File: config.mk
export PLATFORM = sky130hd
export DESIGN_NAME = xz_check_arbiter
export DESIGN_NICKNAME = d
export VERILOG_FILES = /design/src/rtl/xz_check_arbiter.sv
export SDC_FILE = /design/constraint.sdc
export NUM_CORES = 1
export LEC_CHECK = 0
export CORE_UTILIZATION = 40
export CTS_BUF_LIST = sky130_fd_sc_hd__clkbuf_4
export DETAILED_ROUTE_END_ITERATION = 12
export PLACE_DENSITY_LB_ADDON = 0.3
export SYNTH_ARGS = -nofsm -noshare
export SYNTH_HDL_FRONTEND = slang
export SYNTH_SLANG_ARGS = --single-unit
File: constraint.sdc
create_clock -name clk -period 9.1 [get_ports clk]
set_input_delay 1.365 -clock clk [delete_from_list [all_inputs] [get_ports clk]]
set_output_delay 1.365 -clock clk [all_outputs]
set_load 0.01 [all_outputs]
File: src/rtl/xz_check_arbiter.sv
// Round-robin arbiter that sanitizes 4-state request words into a 2-state result,
// flags the X/Z bit positions, and keeps a saturating count of X-bearing results.
module xz_check_arbiter #(
  parameter int N_REQ = 4,
  parameter int WIDTH = 32,
  parameter int CNT_W = 16
) (
  input  logic                     clk,
  input  logic                     rst,
  input  logic [N_REQ-1:0]         req_valid,
  input  logic [N_REQ*WIDTH-1:0]   req_data,
  output logic [N_REQ-1:0]         req_ready,
  output logic                     out_valid,
  input  logic                     out_ready,
  output logic [$clog2(N_REQ)-1:0] out_id,
  output bit   [WIDTH-1:0]         out_data,
  output logic [WIDTH-1:0]         out_xz_mask,
  output logic                     out_xz,
  input  logic                     cnt_clr,
  output logic [CNT_W-1:0]         xz_count
);
  localparam int ID_W = $clog2(N_REQ);

  typedef enum logic {S_EMPTY = 1'b0, S_FULL = 1'b1} state_t;

  state_t           r_state;
  state_t           w_state_next;
  logic [ID_W-1:0]  r_last_grant;
  logic [ID_W-1:0]  r_out_id;
  logic [WIDTH-1:0] r_out_data;
  logic [WIDTH-1:0] r_out_xz_mask;
  logic             r_out_xz;
  logic [CNT_W-1:0] r_xz_count;

  logic [N_REQ-1:0] w_valid;
  logic [N_REQ-1:0] w_grant;
  logic [ID_W-1:0]  w_grant_idx;
  logic             w_out_ready;
  logic             w_cnt_clr;
  logic             w_eligible;
  logic             w_accept;
  logic [WIDTH-1:0] w_words [N_REQ];
  logic [WIDTH-1:0] w_sel_word;
  logic [WIDTH-1:0] w_is_one;
  logic [WIDTH-1:0] w_is_zero;
  logic [WIDTH-1:0] w_xz_mask;

  // Control bits that are X or Z read as 0 so unknowns never reach state.
  assign w_out_ready = (out_ready === 1'b1);
  assign w_cnt_clr   = (cnt_clr === 1'b1);

  generate
    for (genvar gi = 0; gi < N_REQ; gi++) begin : g_req
      assign w_valid[gi] = (req_valid[gi] === 1'b1);
      assign w_words[gi] = req_data[gi*WIDTH +: WIDTH];
    end
  endgenerate

  // Search upward from the slot after the last winner, wrapping around.
  always_comb begin
    logic            found;
    logic [ID_W-1:0] idx;
    w_grant     = '0;
    w_grant_idx = '0;
    found       = 1'b0;
    idx         = '0;
    for (int off = 1; off <= N_REQ; off++) begin
      idx = ID_W'((int'(r_last_grant) + off) % N_REQ);
      if (!found && w_valid[idx]) begin
        found        = 1'b1;
        w_grant_idx  = idx;
        w_grant[idx] = 1'b1;
      end
    end
  end

  assign w_eligible = !rst && ((r_state == S_EMPTY) || w_out_ready);
  assign req_ready  = w_eligible ? w_grant : '0;
  assign w_accept   = |req_ready;

  assign w_sel_word = w_words[w_grant_idx];

  generate
    for (genvar gi = 0; gi < WIDTH; gi++) begin : g_bit
      assign w_is_one[gi]  = (w_sel_word[gi] === 1'b1);
      assign w_is_zero[gi] = (w_sel_word[gi] === 1'b0);
    end
  endgenerate

  // A bit that is neither a clean 0 nor a clean 1 was X or Z.
  assign w_xz_mask = ~(w_is_one | w_is_zero);

  always_comb begin
    w_state_next = r_state;
    case (r_state)
      S_EMPTY: if (w_accept) w_state_next = S_FULL;
      S_FULL:  if (w_out_ready && !w_accept) w_state_next = S_EMPTY;
      default: w_state_next = S_EMPTY;
    endcase
  end

  always_ff @(posedge clk) begin
    if (rst) begin
      r_state      <= S_EMPTY;
      r_last_grant <= ID_W'(N_REQ - 1);
    end else begin
      r_state <= w_state_next;
      if (w_accept) r_last_grant <= w_grant_idx;
    end
  end

  // Result fields change only on acceptance; a plain drain leaves them untouched.
  always_ff @(posedge clk) begin
    if (rst) begin
      r_out_id      <= '0;
      r_out_data    <= '0;
      r_out_xz_mask <= '0;
      r_out_xz      <= 1'b0;
    end else if (w_accept) begin
      r_out_id      <= w_grant_idx;
      r_out_data    <= w_is_one;
      r_out_xz_mask <= w_xz_mask;
      r_out_xz      <= |w_xz_mask;
    end
  end

  always_ff @(posedge clk) begin
    if (rst || w_cnt_clr) begin
      r_xz_count <= '0;
    end else if (w_accept && (|w_xz_mask) && (r_xz_count != {CNT_W{1'b1}})) begin
      r_xz_count <= r_xz_count + 1'b1;
    end
  end

  assign out_valid   = (r_state == S_FULL);
  assign out_id      = r_out_id;
  assign out_data    = r_out_data;
  assign out_xz_mask = r_out_xz_mask;
  assign out_xz      = r_out_xz;
  assign xz_count    = r_xz_count;

endmodule
* Word-level counts from Yosys, hierarchy flattened
Cells that the tools add are included.
Storage, ports and cells: register bits after elaboration 86, bits in latches 0, bits in writable memories 0, memory bits (read-only) 0, input bits 136, output and inout bits 88, logic and storage cells 153, memories 0
Operators by class: add/subtract/negate cells 5, multiply operators 0, div/mod/pow operators 0, $lt $le $gt $ge 9, eq/ne operators 71, shift-type cells 0, muxes and demuxes 34, bitwise gates (word level) 7, reductions and logical operators 20
Operators by type and width (count):
- $eqx 1x1->1 const B | 70
- $bmux 32 s2 | 1
- $mux 32 | 2
- $not 32->32 | 1
- $or 32x32->32 | 1
- $reduce_or 32->1 | 1
- $mux 4 | 5
- $add 16x1->16 const B | 1
- $ne 16x16->1 const B | 1
- $mux 1 | 13
- $lt 2x3->1 const B | 4
- $or 4x4->4 | 3
- $logic_and 1x1->1 | 11
- $bmux 1 s2 | 4
- $demux 1 s2 | 4
- $ge 2x1->1 const B | 4
- $mux 2 | 4
- $logic_not 1->1 | 5
- $add 2x1->2 const B | 2
- $add 2x2->2 const B | 2
- $reduce_or 4->1 | 1
- $ge 3x3->1 const B | 1
- $not 2->3 | 1
- $logic_or 1x1->1 | 2
- 2 further kinds | 2

* Longest topological paths before layout
word-level depth 23, mapped depth 14, gate-level depth less buffers 9

* Least setup slack after synthesis
No wires, ideal clock.
path type input to output, start point input req_valid[2], end point output req_ready[1], data arrival time 2.645 ns, data required time 7.735 ns, path slack 5.090 ns, stages 5, path buffers 1, cell sequence clkbuf_1 mux4_2 a21oi_1 o221ai_1 a32o_1
On the way: longest elaborated chain between the ends 14, elaborated cells between the ends (all ways) 26, those cells by class eq/ne: 1; mux: 16; bitwise: 3; reduce/logical: 6
RTL lines:
- start, declared | line 10 | input logic [N_REQ-1:0] req_valid,
- $eqx 1x1->1 * | line 54 | assign w_valid[gi] = (req_valid[gi] === 1'b1);
- $bmux 1 s2 | line 69 | if (!found && w_valid[idx]) begin
- $mux 1 (implied by the code) | line 69
- $mux 1 | line 69
- $logic_not 1->1 | line 69
- $logic_and 1x1->1 | line 69
- $mux 1 | line 69
- $logic_not 1->1 | line 69
- $logic_and 1x1->1 | line 69
- $mux 1 | line 69
- $logic_not 1->1 | line 69
- $logic_and 1x1->1 | line 69
- $mux 4 * | line 69
- $mux 4 * | line 78 | assign req_ready = w_eligible ? w_grant : '0;
- end, declared | line 12 | output logic [N_REQ-1:0] req_ready,
Every way passes the cells marked *; elsewhere a longest branch is shown, timed or not. The select of a mux whose other input is x is not followed.

* Worst setup path after layout
start point register r_last_grant[0], end point output req_ready[0]
On the way: longest elaborated chain between the ends 14, elaborated cells between the ends (all ways) 49, those cells by class add/sub: 4; order compare: 8; mux: 24; bitwise: 3; reduce/logical: 10
RTL lines:
- start, declared | line 28 | logic [ID_W-1:0] r_last_grant;
- start signal, assigned | line 105 | r_last_grant <= ID_W'(N_REQ - 1);
- start signal, assigned | line 108 | if (w_accept) r_last_grant <= w_grant_idx;
- parallel branches: the longest is 12 deep, another holds $lt 2x3->1
- $mux 4 * | line 69
- $mux 4 * | line 78
Every way passes the cells marked *. The select of a mux whose other input is x is not followed.

==> out/results.tsv <==
stage	metric	value	unit
outcome	outcome	finished, final reports clean	
clock_network	Post-CTS Hold Buffers	0	
power	Switching Fraction	47.3	%
global_route	largest net degree at the start of global routing	71	
power	Power, Total	1.44	mW
final_layout	Final Net Count	757	
timing	Setup WS post-layout	3920	ps
final_layout	Layout area overhead	46.9	%
synth	Synth Area per Inst	7.30	um^2
timing	Slew @ Worst Pin	1150	ps
timing	Slew headroom	23.6	%
floorplan	die area	0.00897	mm^2
worst_setup_path	CP top delay family	buffers and inverters	
clock_network	CTS Sinks	37	
worst_setup_path	Buf+Inv Stages, Crit Path	2	
hold_path	hold crit path type	flop to flop	
worst_setup_path	crit path capture type	primary output	
timing	Fmax achieved	193	MHz
clock_network	Max clock buf depth	2	
floorplan	Top Ports	224	
synth	distinct cell type count of the synthesized netlist	37	
synth	Seq/Total Area, Yosys	21.6	%
floorplan	height of the die	94.7	um
clock_network	latest clock arrival within the worst-skew pair	340	ps
routing	initial drt markers	101	
clock_network	cts repair resizes	0	
clock_network	Worst-path clk slew	140	ps
timing	fin crit period	5180	ps
final_layout	n_diodes	0	
final_layout	Fillers	757	
timing	clock skew	11.0	ps
placed_design	IO Port Bufs	173	
global_route	met2 Use GR	39.0	%
routing	Routed WL	10400	um
timing	final-report hold violation count	0	
global_route	routing usage on met3	6.84	%
hold_path	Hold Path Origin	out_data[26]$_SDFFE_PP0P_	
timing	RSZ-0062 raised after global routing	false	
worst_setup_path	required time worst endpoint	7740	ps
floorplan	Initial Util	41.6	%
worst_setup_path	WP depth	7	
final_layout	final instance area	0.00505	mm^2
placed_design	DP Area	0.00499	mm^2
placed_design	hpwl dp	7330	um
worst_setup_path	element type at the critical path start	flop	
timing	Final Max Slew Viols	0	
worst_setup_path	R2R cell count	10	
synth	post-synthesis register bit count	37	
placed_design	dpl ws	3990	ps
power	Internal	0.757	mW
clock_network	TritonCTS clock tree	built	
floorplan	row count	33	
routing	Pre-Repair DR Iteration Count	4	
placed_design	gpl congestion	0.789	
synth	Synthesis Warnings	0	
global_route	met1 GRT Util	26.2	%
routing	vias per inst	5.18	
run	Max-cap violations	0	
worst_setup_path	CP Class	flop to primary output	
global_route	initial antenna violation count	0	
synth	Syn Inst Count	471	
worst_setup_path	CP max stage cell	dfxtp_1	
final_layout	share of cells above drive strength 1	14.3	%
power	Flop pwr share	17.4	%
power	PwrDens	285	mW/mm^2
worst_setup_path	R2R Setup Slk	4570	ps
clock_network	Root Buffer Master	clkbuf_4	
power	Combinational Power Share	76.2	%
global_route	GRT Total Usage	22.2	%
routing	post-route ant nets	0	
timing	period utilisation layout	56.9	%
worst_setup_path	Worst EP arrival	3810	ps
global_route	grt peak-use layer	met2	
hold_path	hold path depth	2	
power	Clk pwr share	6.4	%
worst_setup_path	crit path from	r_last_grant[0]$_SDFFE_PP1P_	
clock_network	Clock H-tree levels	2	
worst_setup_path	RR Startpoint	r_last_grant[0]$_SDFFE_PP1P_	
global_route	GRT Residual Overflow	0	
global_route	first-pass GRT wire length	16000	um
floorplan	CORE AREA	0.00826	mm^2
power	leakage power	1.91	nW
power	NetSw	0.679	mW
global_route	number of global-route vias before repair	3412	
final_layout	commonest non-fill, non-tap cell in the layout	clkdlybuf4s50_1	
clock_network	CTS buffer count	5	
worst_setup_path	cell breakdown of the critical path	inv_1 -> ha_1 -> mux2_2 -> nor3_1 -> o211a_1 -> a32o_1 -> clkdlybuf4s50_1	
floorplan	Die W	94.7	um
final_layout	most frequent cells in the layout	clkdlybuf4s50_1 (173), nand2_1 (110), nand3_1 (64)	
worst_setup_path	worst-path maximum fanout	22	
power	Max VDD drop	0.000170	V
routing	vias	3726	
routing	post-DR wirelength/cell	14.4	um
timing	# setup viols final	0	
synth	Syn Std Cell Area	0.00344	mm^2
worst_setup_path	crit-path max cell delay	830	ps
timing	setup TNS	0	ps
final_layout	Final Util	61.1	%
clock_network	number of setup buffers added after CTS	0	
routing	detailed-route DRC error count	0	
tightest hold or removal path, cell delays in order, from the launching register on:
cell and delay (ps):
dfxtp_1 330, nand2_1 50, a21oi_1 50
synth_stat cells:
library cell,count,area share [%]
nand2_1,110,12
o21ai_0,1,0.15
nand4_1,2,0.36
nand2b_1,7,1.3
clkbuf_1,24,2.6
or3_1,1,0.18
a41o_1,1,0.29
nor4_4,1,0.62
buf_2,11,1.6
a21o_1,2,0.44
a31o_2,32,8.2
o221a_2,1,0.33
nor2b_1,3,0.55
nor3_1,3,0.44
and3_1,1,0.18
conb_1,1,0.11
buf_6,1,0.33
a211o_1,1,0.25
o32ai_1,1,0.25
buf_4,50,11
a32o_1,4,1.2
a2111oi_0,1,0.25
dfxtp_1,37,22
ha_1,8,2.9
o211a_1,1,0.29
a21oi_1,38,5.5
mux4_2,2,1.3
nand3_1,64,9.3
o221ai_1,2,0.51
buf_1,5,0.55
a211oi_1,1,0.22
o21a_1,1,0.22
mux2i_1,8,2.3
nor2_1,5,0.55
inv_1,3,0.33
o211ai_1,2,0.44
mux2_2,35,11
registers in the layout, summed over array words and instances, names as in the netlist:
register / flops
out_id: 2
out_valid: 1
r_last_grant: 2
out_data: 32
routing by layer:
layer,wire [um],vias to the layer above
met5,0,-
met4,166,0
met3,869,14
met2,5230,169
met1,4090,1714
li1,-,1829
layout make-up:
| type | instances | area, um^2 | share of cell area [%] |
|---|---|---|---|
| Multi-Input combinational cell | 388 | 2330 | 46.3 |
| Inverter | 3 | 11.3 | 0.223 |
| Sequential cell | 37 | 741 | 14.7 |
| Clock buffer | 5 | 37.5 | 0.744 |
| Clock inverter | 3 | 22.5 | 0.446 |
| Tap cell | 105 | 131 | 2.60 |
| Timing Repair Buffer | 178 | 1770 | 35.1 |
final timing paths:
path | end
worst max register to register | out_data[10]$_SDFFE_PP0P_
worst min register to register | out_data[26]$_SDFFE_PP0P_
worst min-delay path | out_data[26]$_SDFFE_PP0P_
worst max-delay path | req_ready[0]
metrics by stage:
stage,instances,hold WS (ps)
floorplan,519,476
global placement,711,438
detailed placement,711,444
CTS,719,461
global route,719,477
finish,719,460
power by group through the flow:
stage | logic, mW | registers [mW] | clock network, mW
final | 1.09 | 0.250 | 0.0921
after global routing | 1.20 | 0.257 | 0.102
after CTS | 1.10 | 0.250 | 0.0971
after detailed placement | 1.10 | 0.254 | 0
after global placement | 1.08 | 0.251 | 0
after floorplan | 0.813 | 0.258 | 0
cell families after synthesis:
family | count (synthesis) | synth area share, %
AND/OR/NAND/NOR | 197 | 25.5
other | 1 | 0.109
AO/OA/AOI/OAI | 89 | 18.5
flip-flops | 37 | 21.6
buffers and inverters | 94 | 16.3
adder cells (fa/ha/maj) | 8 | 2.91
multiplexers | 45 | 15.1
(Power assumes the default switching activity.)
